--- src/rtl/imem_fetch.sv ---
// ---------------------------------------------------------------------------
// imem_fetch
//
// Instruction-fetch initiator for a synchronous-read instruction memory.
// Keeps the fetch PC, issues one aligned word read per cycle, absorbs the
// one-cycle imem read latency in a 2-entry buffer and presents decode with a
// valid/ready instruction stream. Supports redirect (flush + restart) and
// reports fetches from illegal addresses as fault entries, after which fetch
// halts until the next redirect.
//
// Ports:
//   clk              rising-edge clock, shared with imem
//   rst_n            asynchronous active-low reset
//   imem_addr        byte address presented to imem (the pc_req register)
//   imem_write_en    tied 0, fetch never writes
//   imem_write_data  tied 0
//   imem_read_data   imem data, valid the cycle after the address is sampled
//   redirect_valid   one-cycle request to restart fetch at redirect_pc
//   redirect_pc      new fetch address
//   instr_valid      buffer head valid
//   instr_ready      decode accepts the head when instr_valid && instr_ready
//   instr            instruction word at the buffer head
//   instr_pc         byte address of instr
//   instr_fault      head entry came from an illegal address
// ---------------------------------------------------------------------------
module imem_fetch #(
    parameter logic [31:0] RESET_PC  = 32'h0000_0000,
    parameter int          MEM_BYTES = 4096
) (
    input  logic        clk,
    input  logic        rst_n,
    output logic [31:0] imem_addr,
    output logic        imem_write_en,
    output logic [31:0] imem_write_data,
    input  logic [31:0] imem_read_data,
    input  logic        redirect_valid,
    input  logic [31:0] redirect_pc,
    output logic        instr_valid,
    input  logic        instr_ready,
    output logic [31:0] instr,
    output logic [31:0] instr_pc,
    output logic        instr_fault
);

    localparam logic [31:0] LAST_WORD = 32'(MEM_BYTES - 4);

    typedef enum logic {
        RUN  = 1'b0,
        HALT = 1'b1
    } state_t;

    state_t      state_reg;
    logic [31:0] pc_req_reg;
    logic [31:0] req_pc_reg;
    logic        inflight_reg;

    // 2-entry buffer storage and bookkeeping
    logic [31:0] buf_instr_reg [2];
    logic [31:0] buf_pc_reg    [2];
    logic        buf_fault_reg [2];
    logic        head_reg;
    logic        tail_reg;
    logic [1:0]  count_reg;

    logic        pop;
    logic        push;
    logic        resp_fault;
    logic        fault_push;
    logic [2:0]  occupancy;
    logic        credit_ok;
    logic        issue;
    logic [1:0]  wr_en;

    assign pop        = (count_reg != 2'd0) && instr_ready;
    // The fault depends only on the requested address, never on the data.
    assign resp_fault = (req_pc_reg[1:0] != 2'b00) || (req_pc_reg > LAST_WORD);
    // A redirect discards the response that is in flight.
    assign push       = inflight_reg && !redirect_valid;
    assign fault_push = push && resp_fault;

    // Buffered entries plus the outstanding response, minus what leaves this
    // cycle, must leave room for one more response. count+inflight never
    // exceeds 2 and pop implies count>=1, so this cannot underflow.
    assign occupancy  = {1'b0, count_reg} + {2'b00, inflight_reg} - {2'b00, pop};
    assign credit_ok  = occupancy < 3'd2;

    // A fault entry being written kills the request that would issue alongside
    // it, so pc_req stays at the address following the faulting one.
    assign issue = (state_reg == RUN) && !redirect_valid && credit_ok && !fault_push;

    always_ff @(posedge clk or negedge rst_n) begin
        if (!rst_n) begin
            state_reg    <= RUN;
            pc_req_reg   <= RESET_PC;
            req_pc_reg   <= '0;
            inflight_reg <= 1'b0;
            head_reg     <= 1'b0;
            tail_reg     <= 1'b0;
            count_reg    <= 2'd0;
        end else if (redirect_valid) begin
            // Flush everything; a handshake in this cycle simply completes.
            state_reg    <= RUN;
            pc_req_reg   <= redirect_pc;
            inflight_reg <= 1'b0;
            head_reg     <= 1'b0;
            tail_reg     <= 1'b0;
            count_reg    <= 2'd0;
        end else begin
            inflight_reg <= issue;
            if (issue) begin
                req_pc_reg <= pc_req_reg;
                pc_req_reg <= pc_req_reg + 32'd4;
            end
            if (fault_push) begin
                state_reg <= HALT;
            end
            if (push) begin
                tail_reg <= ~tail_reg;
            end
            if (pop) begin
                head_reg <= ~head_reg;
            end
            count_reg <= count_reg + 2'(push) - 2'(pop);
        end
    end

    generate
        for (genvar gi = 0; gi < 2; gi++) begin : g_entry
            assign wr_en[gi] = push && (tail_reg == 1'(gi));

            always_ff @(posedge clk or negedge rst_n) begin
                if (!rst_n) begin
                    buf_instr_reg[gi] <= '0;
                    buf_pc_reg[gi]    <= '0;
                    buf_fault_reg[gi] <= 1'b0;
                end else if (wr_en[gi]) begin
                    buf_instr_reg[gi] <= resp_fault ? 32'hFFFF_FFFF : imem_read_data;
                    buf_pc_reg[gi]    <= req_pc_reg;
                    buf_fault_reg[gi] <= resp_fault;
                end
            end
        end
    endgenerate

    assign imem_addr       = pc_req_reg;
    assign imem_write_en   = 1'b0;
    assign imem_write_data = '0;

    assign instr_valid = (count_reg != 2'd0);
    assign instr       = buf_instr_reg[head_reg];
    assign instr_pc    = buf_pc_reg[head_reg];
    assign instr_fault = buf_fault_reg[head_reg];

endmodule

--- config.mk ---
export PLATFORM = sky130hd
export DESIGN_NAME = imem_fetch
export DESIGN_NICKNAME = d
export VERILOG_FILES = /design/src/rtl/imem_fetch.sv
export SDC_FILE = /design/constraint.sdc
export NUM_CORES = 1
export LEC_CHECK = 0
export BUFFER_PORTS_ARGS = -buffer_cell sky130_fd_sc_hd__buf_2
export CORE_UTILIZATION = 55
export DETAILED_ROUTE_END_ITERATION = 12
export GPL_TIMING_DRIVEN = 0
export PLACE_DENSITY = 0.8
export SLEW_MARGIN = 20
export SYNTH_ARGS = -nofsm -noshare
export SYNTH_HDL_FRONTEND = slang
export SYNTH_SLANG_ARGS = --single-unit
--- constraint.sdc ---
create_clock -name clk -period 6.1 [get_ports clk]
set_input_delay 0.61 -clock clk [delete_from_list [all_inputs] [get_ports clk]]
set_output_delay 0.61 -clock clk [all_outputs]
set_load 0.02 [all_outputs]
# [After elaboration in Yosys (flattened, before gate mapping)]
# Index checks and enable logic that the tools add are counted.
[word_totals] register_bits=200 out_inout_bits=131 wordCells=64
[classes] add_sub_neg=5 order_cmp=3 mux=20 bitwise_logic=5 n_reduce_logical=18
[ops] operator="$mux 32" count=9
[ops] operator="$add 32x3->32 const B" count=1
[ops] operator="$gt 32x12->1 const B" count=1
[ops] operator="$reduce_bool 2->1" count=6
[ops] operator="$mux 1" count=10
[ops] operator="$logic_and 1x1->1" count=8
[ops] operator="$not 1->1" count=4
[ops] operator="$add 2x1->3" count=1
[ops] operator="$lt 3x2->1 const B" count=1
[ops] operator="$sub 3x1->3" count=1
[ops] operator="$add 2x1->2" count=1
[ops] operator="$ge 2x2->1 const B" count=1
[ops] operator="$logic_not 1->1" count=2
[ops] operator="$mux 2" count=1
[ops] operator="$not 1->2" count=1
[ops] operator="$reduce_and 2->1" count=1
[ops] operator="$sub 2x1->2" count=1
[ops] operator="$logic_or 1x1->1" count=1

# [Longest topological paths before layout]
# Gate-level depths: netlist of the first run.
[depth] depth_word=8 ltp_mapped=12 mapped_depth_nobuf=11

# [Least setup slack after synthesis of the first run]
# Ideal clock, no wire load.
[synth_timing] path_kind="reg-to-reg" startpoint="register count_reg[1]" endpoint="register req_pc_reg[0]" setup_time_ns=0.125 arrival_time_ns=3.159 slack_ns=2.817 path_stages_with_launch=13 n_path_buf=1 synth_period_minus_slack_ns=3.283 path_cell_list="dfrtp_1 -> or2_2 -> and2_1 -> ha_1 -> nand2b_1 -> fa_1 -> nand2b_1 -> nor2_1 -> a31oi_2 -> nand2b_1 -> inv_1 -> buf_2 -> mux2_2"
[synth_via] elab_chain_cells=7
[synth_rtl] element="start: declaration" line="63" text="logic [1:0] count_reg;"
[synth_rtl] element="start signal: assignment" line="123" text="count_reg <= count_reg + 2'(push) - 2'(pop);"
[synth_rtl] element="$reduce_bool 2->1"
[synth_rtl] element="named net instr_valid" line="38" text="output logic instr_valid,"
[synth_rtl] element="$logic_and 1x1->1" line="74" text="assign pop = (count_reg != 2'd0) && instr_ready;"
[synth_rtl] element="$sub 3x1->3" line="84" text="assign occupancy = {1'b0, count_reg} + {2'b00, inflight_reg} - {2'b00, pop};"
[synth_rtl] element="$lt 3x2->1" line="85" text="assign credit_ok = occupancy < 3'd2;"
[synth_rtl] element="$logic_and 1x1->1 (2 in series)" line="89" text="assign issue = (state_reg == RUN) && !redirect_valid && credit_ok && !fault_push;"
[synth_rtl] element="$reduce_and 2->1 (no source line)"
[synth_rtl] element="end signal: assignment" line="111" text="req_pc_reg <= pc_req_reg;"
[synth_rtl] element="end: declaration" line="54" text="logic [31:0] req_pc_reg;"
# The timed path passes the listed nets, and every way through them passes these cells.
# A chain may end at the register's enable or synchronous reset.

# [Worst setup path after layout of the first run]
[layout_timing] startpoint="register count_reg[1]" endpoint="register req_pc_reg[5]"
[layout_via] elab_chain_cells=7
[layout_rtl] element="parallel branches: the longest is 2 deep, another holds $add 2x1->3"
[layout_rtl] element="$sub 3x1->3 (*)" line="84"
[layout_rtl] element="$lt 3x2->1 (*)" line="85"
[layout_rtl] element="$logic_and 1x1->1 (*) (2 in series)" line="89"
[layout_rtl] element="$reduce_and 2->1 (no source line) (*)"
# Every way passes the cells marked *.

==> impl_metrics.json, run 1 <==
{
  "ys_async_sr_fraction_pct": 100,
  "worstPathMaxFanout": 10,
  "setup_viol": 0,
  "synth_cells": 819,
  "yosysWarnings": 0,
  "antenna_found_initial": 0,
  "gp_congestion": 0.917,
  "ys_ff_latch": 200,
  "path_class": "flop to flop",
  "synth-simple-area-share_pct": 11.4,
  "design_area_mm2": 0.0111,
  "io_buffers": 165,
  "cts-root-buf": "clkbuf_16",
  "io_pins": 199,
  "fp.dieW_um": 132,
  "synth_cell_types": 42,
  "layout_commonest_cell": "dfrtp_1",
  "relSlewSlack_pct": 46.7,
  "synth.largest_area_cell": "dfrtp_1",
  "leakage_nw": 4.89,
  "synth_xor_area_share_pct": 0.474,
  "start_kind": "flop",
  "avgRoutedWirePerCell_um": 17.7,
  "drive_gt1_share_pct": 38.4,
  "grt_pass1_vias": 6913,
  "netlist_area_mm2": 0.00923,
  "grt_pass1_wl_um": 36600,
  "core_mm2": 0.0165,
  "vias": 7075,
  "clock-skew-final_ps": 9.36,
  "globalRouteOverflowTotal": 0,
  "cap_violations": 0,
  "firstDrtPassIters": 7,
  "vias_per_cell": 5.57,
  "yosys-top-cells-area": "dfrtp_1, mux2_2, nor2_1, buf_4, o21ai_0",
  "end_kind": "flop",
  "period_needed_ps": 3890,
  "status": "complete, no violations",
  "synth_edf_count": 0,
  "path_clk_slew_ps": 70,
  "n_antenna_cell": 0,
  "muxShareOfSynthArea_pct": 19.6,
  "routed_wirelength_um": 22500,
  "syn_area_per_cell_um2": 11.3,
  "grt_max_degree": 101,
  "finalCritPeriodShare_pct": 63.7,
  "fp.dieH_um": 132,
  "grt.total_usage_pct": 27.0,
  "cts_num_sinks": 200,
  "yosysTopAreaCellShare_pct": 54.2,
  "dpl_cell_area_mm2": 0.0105,
  "rsz0062_at_grt": "no",
  "cts.path.max_buffers": 2,
  "initial_core_util_pct": 56.1,
  "cts_resized": 0,
  "cts_tree": "done",
  "final_cell_mix": "dfrtp_1, buf_2, mux2_2",
  "clk_latency_ps": 430,
  "fmax_mhz": 257,
  "synthAdderAreaFrac_pct": 0.759,
  "drc": 0,
  "htreeDepth": 4,
  "power_mw": 5.50,
  "synth_top_family_by_area": "multiplexers",
  "ant_nets": 0,
  "worstPathRequired_ps": 6420,
  "slew_viol_final": 0,
  "numCtsBuffers": 17,
  "hold_path.class": "input port to flop",
  "syn_to_final_growth_pct": 20.4,
  "cts_setup_buffers": 0,
  "peakVddDrop_mv": 0.318,
  "tightest_slew_ps": 793,
  "hold_viol_final": 0,
  "nets": 1111,
  "synth_compound_area_share_pct": 8.40,
  "rows": 47,
  "setup_tns_ps": 0,
  "crit_arrival_ps": 4200,
  "dr.first_iter.drc_count": 512,
  "synthFlopType": "dfrtp_1",
  "ys_seq_area_share_pct": 54.2,
  "powerDensity_mw_per_mm2": 495,
  "dieArea_mm2": 0.0173,
  "dp_hpwl_um": 16000
}
stage by stage:
step / hold WS, ps / worst slack (ps) / instances / utilization, %
floorplan: 314 / 2820 / 851 / -
global placement: 455 / 1180 / 1236 / 63.5
detailed placement: 447 / 2270 / 1238 / 63.9
CTS: 411 / 2240 / 1270 / 67.5
global route: 418 / 2020 / 1270 / 67.5
finish: 423 / 2210 / 1270 / 67.5
routing by layer:
layer	GRT usage (%)	part of all wire [%]
met2	42.9	49
met3	4.86	6.5
met5	0	0
met4	8.01	1.6
met1	38.0	43
critical path: stages, from the launching register on:
cell	delay [ps]
dfrtp_1	440
or2_2	340
and2_1	210
ha_1	280
nand2b_1	160
fa_1	500
nand2b_1	80
nor2_1	290
a31oi_2	250
nand2b_1	360
inv_1	160
buf_2	300
mux2_2	380
repair_timing:
item	CTS	global route
endpoints found under the hold margin	20	0
setup endpoints to repair	0	0
hold buffers	1	0
Yosys cell counts (all sizes together) (2+ instances only):
| cell type | count |
|---|---|
| mux2 | 160 |
| xor2 | 2 |
| o311ai | 3 |
| nand2 | 52 |
| nand2b | 3 |
| buf | 38 |
| nor2 | 98 |
| o31ai | 15 |
| clkbuf | 43 |
| or2 | 5 |
| and3 | 2 |
| inv | 9 |
| a21oi | 33 |
| nor3 | 4 |
| o211ai | 4 |
| nand3 | 14 |
| or3 | 7 |
| dfrtp | 200 |
| or4 | 19 |
| o21ai | 47 |
| nand4 | 10 |
| xnor2 | 3 |
| nor4 | 7 |
| ha | 4 |
| a31oi | 25 |
power by group:
group | switching [mW] | total (mW) | internal (mW)
logic | 1.27 | 2.22 | 0.953
registers | 0.348 | 2.16 | 1.81
clock network | 0.504 | 1.12 | 0.619
total | 2.12 | 5.50 | 3.39
final timing paths:
path	end	depth (start not counted)	startpoint	slack [ps]
worst max-delay path	req_pc_reg[5]	12	count_reg[1]	2210
worst min-delay path	imem_addr[20]	3	redirect_pc[20]	420
worst max register to register	req_pc_reg[5]	12	count_reg[1]	2210
worst min register to register	buf_instr_reg[30]	2	buf_instr_reg[30]	480
max in group asynchronous	req_pc_reg[13]	4	rst_n	4380
min in group asynchronous	buf_instr_reg[7]	2	rst_n	600
logic make-up (layout without fill, tap and decap cells):
kind of cell / after synthesis / in the layout
compound gates: 132 / 132
xor+xnor: 5 / 5
fa+ha+maj: 5 / 5
buf+inv: 90 / 289
flops: 200 / 200
mux: 161 / 161
other cells: 1 / 33
simple gates: 225 / 225
final cells by class:
cell class | count | area [µm²]
sequential | 200 | 5000
fill | 1297 | 5350
inverter | 9 | 33.8
tap | 220 | 275
clock inverter | 13 | 146
multi-input combinational | 561 | 3880
clock buffer | 18 | 439
buffer | 81 | 433
timing repair buffer | 168 | 901
(Power assumes the default switching activity.)
==> inputs of run 2 (changes only) <==
--- a/config.mk
+++ b/config.mk
@@ -6,10 +6,10 @@
 export NUM_CORES = 1
 export LEC_CHECK = 0
 export BUFFER_PORTS_ARGS = -buffer_cell sky130_fd_sc_hd__buf_2
-export CORE_UTILIZATION = 55
+export CORE_UTILIZATION = 49
 export DETAILED_ROUTE_END_ITERATION = 12
 export GPL_TIMING_DRIVEN = 0
-export PLACE_DENSITY = 0.8
+export PLACE_DENSITY = 0.76
 export SLEW_MARGIN = 20
 export SYNTH_ARGS = -nofsm -noshare
 export SYNTH_HDL_FRONTEND = slang
==> constraint.sdc (replaced) <==
create_clock -name clk -period 3.56 [get_ports clk]
set_input_delay 0.356 -clock clk [delete_from_list [all_inputs] [get_ports clk]]
set_output_delay 0.356 -clock clk [all_outputs]
set_load 0.02 [all_outputs]
==> run 2 against run 1 <==
Sequential power is 72% higher; sequential share of layout area shrank 0.40 points; die area increased by 12%; via count did not move; clock skew up 1.3 ps; critical path depth unchanged; utilization down 5.9 points; worst hold slack got worse by 270 ps; sequential cell count unchanged; highest routed layer unchanged.
==> impl_metrics.json, run 2 (synthesis gave the netlist of run 1 again) <==
{
  "drive_gt1_share_pct": 39.4,
  "fmax_mhz": 287,
  "finalCritPeriodShare_pct": 97.9,
  "htreeDepth": 4,
  "clock-skew-final_ps": 10.6,
  "cts_tree": "done",
  "numCtsBuffers": 17,
  "grt_pass1_vias": 6989,
  "grt_max_degree": 78,
  "nets": 1111,
  "start_kind": "flop",
  "syn_to_final_growth_pct": 21.5,
  "grt.total_usage_pct": 25.0,
  "ff2ff_path_depth": 12,
  "critPathCapture": "req_pc_reg[19]",
  "relSlewSlack_pct": 41.0,
  "n_antenna_cell": 0,
  "min_path_cells": 2,
  "clkPwrFrac_pct": 20.4,
  "ant_nets": 0,
  "cp-startpoint": "count_reg[1]",
  "final_cell_mix": "dfrtp_1, buf_2, mux2_2",
  "end_kind": "flop",
  "core_mm2": 0.0182,
  "setup_viol": 0,
  "firstDrtPassIters": 4,
  "pwr-share-seq_pct": 38.4,
  "cts-root-buf": "clkbuf_16",
  "cts.path.max_buffers": 2,
  "path_class": "flop to flop",
  "gp_congestion": 0.882,
  "crit_arrival_ps": 3810,
  "io_buffers": 165,
  "layout_commonest_cell": "dfrtp_1",
  "hold_ws_ps": 150,
  "drc": 0,
  "vias": 7075,
  "fp.dieW_um": 139,
  "routed_wirelength_um": 23200,
  "initial_core_util_pct": 50.7,
  "cts_num_sinks": 200,
  "fin_ws_ps": 75.3,
  "ff2ff_setup_slack_ps": 80,
  "tightest_slew_ps": 881,
  "fp.dieH_um": 139,
  "hold_viol_final": 0,
  "period_needed_ps": 3480,
  "io_pins": 199,
  "hold_path.class": "input port to flop",
  "power_mw": 9.65,
  "path_clk_slew_ps": 70,
  "leakage_nw": 4.92,
  "switching_share_pct": 38.3,
  "vias_per_cell": 5.53,
  "rows": 49,
  "worstPathMaxFanout": 10,
  "dp_hpwl_um": 16400,
  "slew_viol_final": 0,
  "rsz0062_at_grt": "yes",
  "dr.first_iter.drc_count": 382,
  "antenna_found_initial": 0,
  "powerDensity_mw_per_mm2": 861,
  "dieArea_mm2": 0.0194,
  "design_area_mm2": 0.0112,
  "grt_pass1_wl_um": 37800,
  "dpl_cell_area_mm2": 0.0105,
  "p_comb_share_pct": 41.2,
  "finalNonFillerCells": 1280,
  "worstPathRequired_ps": 3880,
  "globalRouteOverflowTotal": 0,
  "p_sw_mw": 3.69,
  "timing.rr.end": "req_pc_reg[19]",
  "dp_slack_ps": -173,
  "cap_violations": 0,
  "reg2reg_from": "count_reg[1]",
  "clk_latency_ps": 440,
  "avgRoutedWirePerCell_um": 18.2,
  "p_int_mw": 5.96,
  "final_util_pct": 61.6,
  "placedCellCount": 1247,
  "status": "complete, no violations",
  "setup_tns_ps": 0,
  "peakVddDrop_mv": 0.560
}
==> run 2: changes by cell type in the layout (fill, tap and decap cells not counted), sizes merged <==
cell / previous run / this run
clkinv: 7 / 5
clkinvlp: 1 / 2
buf: 205 / 207
==> run 2: worst max-delay path, stage by stage (launching register included) <==
cell	delay, ps
dfrtp_2	450
or2_2	330
and2_1	220
ha_1	290
nand2b_1	160
fa_1	420
xor2_2	230
nor3_2	270
a31oi_4	90
nand2b_4	210
inv_1	130
buf_4	210
mux2_2	350
==> run 2: metal layers <==
layer | track usage [%] | vias to the layer above | wire length, µm
li1 | - | 3286 | -
met1 | 34.6 | 3475 | 10300
met2 | 39.2 | 277 | 10900
met3 | 5.71 | 37 | 1550
met4 | 7.95 | 0 | 488
met5 | 0 | - | 0
==> run 2: final cells by class <==
type | count | area [µm²]
timing repair buffer | 169 | 908
inverter | 9 | 33.8
clock inverter | 12 | 140
sequential | 200 | 5010
clock buffer | 20 | 467
fill | 1506 | 6990
multi-input combinational | 561 | 3930
buffer | 80 | 449
tap | 229 | 287
==> run 2: how the worst min path moves through the flow <==
stage / slack, ps / endpoint / from
after floorplan: 60 / buf_fault_reg[0] / rst_n
after global placement: 460 / buf_instr_reg[0] / buf_instr_reg[0]
after detailed placement: 330 / buf_instr_reg[40] / rst_n
after CTS: 140 / imem_addr[7] / redirect_pc[7]
after global routing: 140 / imem_addr[7] / redirect_pc[7]
final: 150 / imem_addr[1] / redirect_pc[1]
==> run 2: timing repair <==
| action | CTS | global route |
|---|---|---|
| gates resized for setup | 8 | 17 |
| pin swaps | 0 | 3 |
| endpoints found under the setup margin | 39 | 54 |
| hold buffers | 1 | 0 |
| setup buffers | 0 | 1 |
| endpoints found under the hold margin | 63 | 0 |
==> run 2: power groups by stage <==
stage	Sequential (mW)	Combinational, mW	Clock [mW]
6_report	3.71	3.97	1.97
5_1_grt	3.83	4.28	2.10
4_1_cts	3.70	3.90	2.01
3_5_place_dp	3.74	3.78	0
3_3_place_gp	3.69	3.72	0
2_1_floorplan	3.57	2.67	0
